$ cat config.mk
export PLATFORM = sky130hd
export DESIGN_NAME = kamacore_muldiv_ctrl
export DESIGN_NICKNAME = d
export VERILOG_FILES = /design/src/rtl/kamacore_muldiv_ctrl.sv
export SDC_FILE = /design/constraint.sdc
export NUM_CORES = 1
export LEC_CHECK = 0
export BUFFER_PORTS_ARGS = -buffer_cell sky130_fd_sc_hd__buf_2
export CAP_MARGIN = 20
export CORE_MARGIN = 4
export CORE_UTILIZATION = 40
export CTS_CLUSTER_SIZE = 28
export DETAILED_ROUTE_END_ITERATION = 16
export HOLD_SLACK_MARGIN = 0.12
export PLACE_DENSITY = 0.61
export SLEW_MARGIN = 20
export SYNTH_ARGS = -nofsm -noshare
export SYNTH_HDL_FRONTEND = slang
export SYNTH_SLANG_ARGS = --single-unit
$ cat constraint.sdc
create_clock -name clk -period 9.1 [get_ports clk]
set_input_delay 0.91 -clock clk [delete_from_list [all_inputs] [get_ports clk]]
set_output_delay 0.91 -clock clk [all_outputs]
set_load 0.01 [all_outputs]
$ cat src/rtl/kamacore_muldiv_ctrl.sv
// rtl/kamacore_muldiv_ctrl.sv - iterative RV32M multiply/divide sequencer
// Radix-2 shift-add multiply and restoring divide, one bit per RUN cycle.
module kamacore_muldiv_ctrl #(
    parameter int CPU_WIDTH = 32
) (
    input  logic                 clk,
    input  logic                 rst,
    input  logic                 flush,
    input  logic                 req_valid,
    output logic                 req_ready,
    input  logic [2:0]           req_funct3,
    input  logic [CPU_WIDTH-1:0] req_rs1,
    input  logic [CPU_WIDTH-1:0] req_rs2,
    output logic                 resp_valid,
    output logic [CPU_WIDTH-1:0] resp_result,
    output logic                 stall_ex
);
    localparam int W  = CPU_WIDTH;
    localparam int CW = $clog2(CPU_WIDTH);
    localparam logic [W-1:0] MIN_NEG = {1'b1, {(W-1){1'b0}}};

    typedef enum logic [1:0] {IDLE, RUN, DONE} state_t;

    state_t           state;
    logic [CW-1:0]    cnt;
    logic [2:0]       f3_q;
    logic             neg_q;
    logic             neg_r;
    logic [2*W-1:0]   prod;
    logic [W-1:0]     opb;

    // Operand decode at accept
    logic         rs1_signed, rs2_signed, sa, sb;
    logic [W-1:0] mag_a, mag_b;
    logic         div_zero, div_ovf;
    logic [W-1:0] special_result;

    always_comb begin
        rs1_signed = (req_funct3 == 3'b001) || (req_funct3 == 3'b010) ||
                     (req_funct3 == 3'b100) || (req_funct3 == 3'b110);
        rs2_signed = (req_funct3 == 3'b001) || (req_funct3 == 3'b100) ||
                     (req_funct3 == 3'b110);
        sa         = rs1_signed && req_rs1[W-1];
        sb         = rs2_signed && req_rs2[W-1];
        mag_a      = sa ? -req_rs1 : req_rs1;
        mag_b      = sb ? -req_rs2 : req_rs2;
        div_zero   = req_funct3[2] && (req_rs2 == '0);
        div_ovf    = req_funct3[2] && !req_funct3[0] &&
                     (req_rs1 == MIN_NEG) && (req_rs2 == '1);
        if (div_zero)
            special_result = req_funct3[1] ? req_rs1 : '1;
        else
            special_result = req_funct3[1] ? '0 : MIN_NEG;
    end

    // One iteration: prod holds {partial, multiplier} or {remainder, dividend/quotient}
    logic [W-1:0]   mul_add;
    logic [W:0]     mul_sum;
    logic [2*W-1:0] mul_next;
    logic [W:0]     div_shift;
    logic           div_ge;
    logic [W-1:0]   div_diff;
    logic [2*W-1:0] div_next;
    logic [2*W-1:0] iter_next;
    logic [2*W-1:0] mul_fix;
    logic [W-1:0]   mul_res, div_q, div_r, div_res, fix_result;

    always_comb begin
        mul_add    = prod[0] ? opb : '0;
        mul_sum    = {1'b0, prod[2*W-1:W]} + {1'b0, mul_add};
        mul_next   = {mul_sum, prod[W-1:1]};
        div_shift  = {prod[2*W-1:W], prod[W-1]};
        div_ge     = div_shift >= {1'b0, opb};
        div_diff   = div_shift[W-1:0] - opb;
        div_next   = {(div_ge ? div_diff : div_shift[W-1:0]), prod[W-2:0], div_ge};
        iter_next  = f3_q[2] ? div_next : mul_next;
        mul_fix    = neg_q ? -mul_next : mul_next;
        mul_res    = (f3_q[1:0] == 2'b00) ? mul_fix[W-1:0] : mul_fix[2*W-1:W];
        div_q      = neg_q ? -div_next[W-1:0] : div_next[W-1:0];
        div_r      = neg_r ? -div_next[2*W-1:W] : div_next[2*W-1:W];
        div_res    = f3_q[1] ? div_r : div_q;
        fix_result = f3_q[2] ? div_res : mul_res;
    end

    assign req_ready = (state == IDLE);
    assign stall_ex  = ((state == IDLE) && req_valid) || (state == RUN);

    always_ff @(posedge clk) begin
        if (!rst) begin
            state       <= IDLE;
            cnt         <= '0;
            f3_q        <= '0;
            neg_q       <= 1'b0;
            neg_r       <= 1'b0;
            prod        <= '0;
            opb         <= '0;
            resp_valid  <= 1'b0;
            resp_result <= '0;
        end else begin
            resp_valid <= 1'b0;
            if (flush) begin
                state <= IDLE;
            end else begin
                case (state)
                    IDLE: begin
                        if (req_valid) begin
                            f3_q  <= req_funct3;
                            neg_q <= sa ^ sb;
                            neg_r <= sa;
                            if (div_zero || div_ovf) begin
                                resp_result <= special_result;
                                resp_valid  <= 1'b1;
                                state       <= DONE;
                            end else begin
                                // Divide shifts the dividend out; multiply shifts the multiplier out
                                prod  <= {{W{1'b0}}, (req_funct3[2] ? mag_a : mag_b)};
                                opb   <= req_funct3[2] ? mag_b : mag_a;
                                cnt   <= CW'(CPU_WIDTH - 1);
                                state <= RUN;
                            end
                        end
                    end
                    RUN: begin
                        prod <= iter_next;
                        if (cnt == '0) begin
                            resp_result <= fix_result;
                            resp_valid  <= 1'b1;
                            state       <= DONE;
                        end else begin
                            cnt <= cnt - CW'(1);
                        end
                    end
                    DONE:    state <= IDLE;
                    default: state <= IDLE;
                endcase
            end
        end
    end
endmodule

==> results.sh <==
export IMPL_routed_wl_mm=75.2
export IMPL_synthDistinctLibCells=99
export IMPL_synthFlopType="dfxtp_1"
export IMPL_postCtsHoldBufs=0
export IMPL_synth_top_cell_by_area="dfxtp_1"
export IMPL_setup_viol=0
export IMPL_dp_cells=3039
export IMPL_rsz0062_at_grt="no"
export IMPL_port_buffers=105
export IMPL_drive_above_1_share_pct=9.90
export IMPL_first_global_vias=18400
export IMPL_drc=0
export IMPL_place_ws_ps=2970
export IMPL_dr_pass1_iters=6
export IMPL_cp_max_fo=23
export IMPL_synth_area_per_cell_sq_um=6.97
export IMPL_setup_tns_ps=0
export IMPL_reg2regPathDepth=17
export IMPL_antenna_cells=0
export IMPL_r2r_end="resp_result[30]"
export IMPL_worstReg2RegStart="prod[42]"
export IMPL_cts_tree="yes"
export IMPL_max_slew_margin_pct=26.0
export IMPL_dieArea_sq_um=47200
export IMPL_cts_setup_buffers=0
export IMPL_critPathMaxStageDelay_ps=630
export IMPL_drt_first_iter_violations=2585
export IMPL_initial_core_util_pct=40.5
export IMPL_synth_top_area_share_pct=16.1
export IMPL_synth_seq_area_share_pct=16.1
export IMPL_drv_slew=0
export IMPL_cp_slowest_cell="or4b_2"
export IMPL_powerDensity_nw_per_um2=134
export IMPL_synth_cell_area_sq_um=17500
export IMPL_overflow=0
export IMPL_crit_family="simple AND/OR/NAND/NOR gates"
export IMPL_total_power_uw=2540
export IMPL_nNetsFinal=2617
export IMPL_rrSetupSlack_ps=2820
export IMPL_setup_ws_ps=2820
export IMPL_min_path_cells=2
export IMPL_place_gp_congestion=1.06
export IMPL_cts_root_buf="clkbuf_16"
export IMPL_fin_cells=3071
export IMPL_clock_skew_ps=12.7
export IMPL_clk_latency_ps=470
export IMPL_clock_sinks=141
export IMPL_critPathArrivalTime_ps=6630
export IMPL_grt_max_degree=71
export IMPL_async_reset_ff_share_pct=0
export IMPL_die_h_microns=217
export IMPL_grt_pass1_wl_mm=112
export IMPL_holdCritPathClass="register to register"
export IMPL_fillCellCount=4481
export IMPL_syn_to_final_growth_pct=8.31
export IMPL_cp_depth=17
export IMPL_leakage_uw=0.00710
export IMPL_antenna_found_initial=1
export IMPL_synthTopCellsByArea="dfxtp_1, mux2i_1, nor2_1"
export IMPL_cp_start_kind="register"
export IMPL_max_freq_mhz=159
export IMPL_synth_nets=2655
export IMPL_cts_resized=0
export IMPL_end_kind="register"
export IMPL_dp_hpwl_mm=57.6
export IMPL_ir_drop_v=0.000158
export IMPL_outcome="completed"
export IMPL_rows=76
export IMPL_synth_edf_count=0
export IMPL_io_pins=106
export IMPL_hold_viol=0
export IMPL_syn_inst=2511
export IMPL_cts_max_path_buffers=2
export IMPL_gr_usage_all_layers_pct=30.6
export IMPL_numCtsBuffers=17
export IMPL_ys_warn_count=0
export IMPL_worst_endpoint_required_ps=9450
export IMPL_path_cells="ha_1 -> nand2_2 -> or4_4 -> a211oi_4 -> o311ai_2 -> nand2_2 -> mux2i_1 -> ha_1 -> inv_1 -> or4b_2 -> or3_1 -> mux2_2 -> or3_1 -> or3_4 -> nor2b_1 -> o21a_1 -> o32a_1"
export IMPL_post_drt_wl_per_cell_microns=24.5
export IMPL_min_period_over_period_pct=69.0
export IMPL_vias_per_cell=6.51
export IMPL_period_minus_slack_ps=6280
export IMPL_holdPathEnd="opb[2]"
export IMPL_die_width_microns=217
export IMPL_core_area_sq_um=43200
export IMPL_holdCritStartpoint="opb[2]"
export IMPL_critical_path_n_buffers_inverters=1
export IMPL_synth_most_common_cell="nor2_1"
export IMPL_synth_commonest_cells="nor2_1, nand2_1, o21ai_0"
export IMPL_ys_ff_latch=141
export IMPL_worstSetupPathType="register to register"
export IMPL_dr_total_vias=20000
export IMPL_tightest_slew_ps=1100
export IMPL_max_cap_viol_count=0
export IMPL_clk_pin_slew_ps=70
export IMPL_final_antenna_net_count=0
export IMPL_h_tree_depth=4
-- area by class of cell --
type	instances	area (sq um)	share of cell area, %
Inverter	68	256	1.35
Timing Repair Buffer	137	766	4.04
Clock buffer	19	443	2.34
Multi-Input combinational cell	2108	13700	72.2
Tap cell	585	732	3.86
Clock inverter	13	236	1.25
Sequential cell	141	2830	14.9
-- flip-flops by register name (all words and copies together), names as in the netlist --
signal,flops
opb,32
state,2
cnt,5
resp_result,32
neg_r,1
f3_q,3
neg_q,1
prod,64
resp_valid,1
-- cells in the final DEF, fill, tap and decap left out, types with 41 or more instances in the layout --
cell	synthesis	routed
a21oi_1	176	176
buf_2	28	105
dfxtp_1	141	138
ha_1	71	71
inv_1	63	63
mux2i_1	123	123
nand2_1	243	242
nand3_1	54	54
nand4_1	41	41
nor2_1	301	298
nor3_1	83	82
o211ai_1	68	68
o21ai_0	187	187
xnor2_1	80	80
xor2_1	102	102
-- logic make-up (layout without fill, tap and decap cells) --
group | count (synthesis) | count (layout) | synth area share [%]
XOR/XNOR | 182 | 182 | 9.11
AND/OR/NAND/NOR | 921 | 921 | 25.3
buffers and inverters | 262 | 237 | 5.87
flip-flops | 141 | 141 | 16.1
AO/OA/AOI/OAI | 796 | 796 | 30.5
multiplexers | 136 | 136 | 7.87
adder cells (fa/ha/maj) | 73 | 73 | 5.31
-- per-stage QoR --
stage / instance area (sq um) / util, % / hold WS, ps
6_report: 19000 / 43.9 / 453
5_1_grt: 19000 / 43.9 / 476
4_1_cts: 18900 / 43.9 / 453
3_5_place_dp: 18300 / 42.3 / 446
3_3_place_gp: 18300 / 42.3 / 439
2_1_floorplan: 17500 / - / 432
-- worst register-to-register path, stage by stage, from the launching register on --
cell and delay, ps:
dfxtp_1 400, ha_1 540, nand2_2 150, or4_4 560, a211oi_4 370, o311ai_2 170, nand2_2 510, mux2i_1 360
ha_1 270, inv_1 70, or4b_2 630, or3_1 330, mux2_2 350, or3_1 460, or3_4 370, nor2b_1 140
o21a_1 160, o32a_1 330
-- routing by layer --
metal | GRT usage, % | share of wire (%)
met1 | 43.2 | 43
met2 | 45.7 | 42
met3 | 6.88 | 11
met4 | 11.0 | 3.7
met5 | 0 | 0
-- report_power, final --
part	switching, uW	internal (uW)
Sequential	49.3	646
Clock	330	523
Combinational	661	327
-- worst max path at each step --
| stage | startpoint | endpoint | slack [ps] |
|---|---|---|---|
| final | prod[42] | resp_result[30] | 2820 |
| after global routing | opb[15] | resp_result[30] | 2620 |
| after CTS | opb[15] | resp_result[30] | 2950 |
| after detailed placement | prod[42] | resp_result[30] | 2970 |
| after global placement | opb[15] | resp_result[30] | 3110 |
| after floorplan | prod[42] | resp_result[30] | 3350 |
Power figures use the tool's default switching activity.
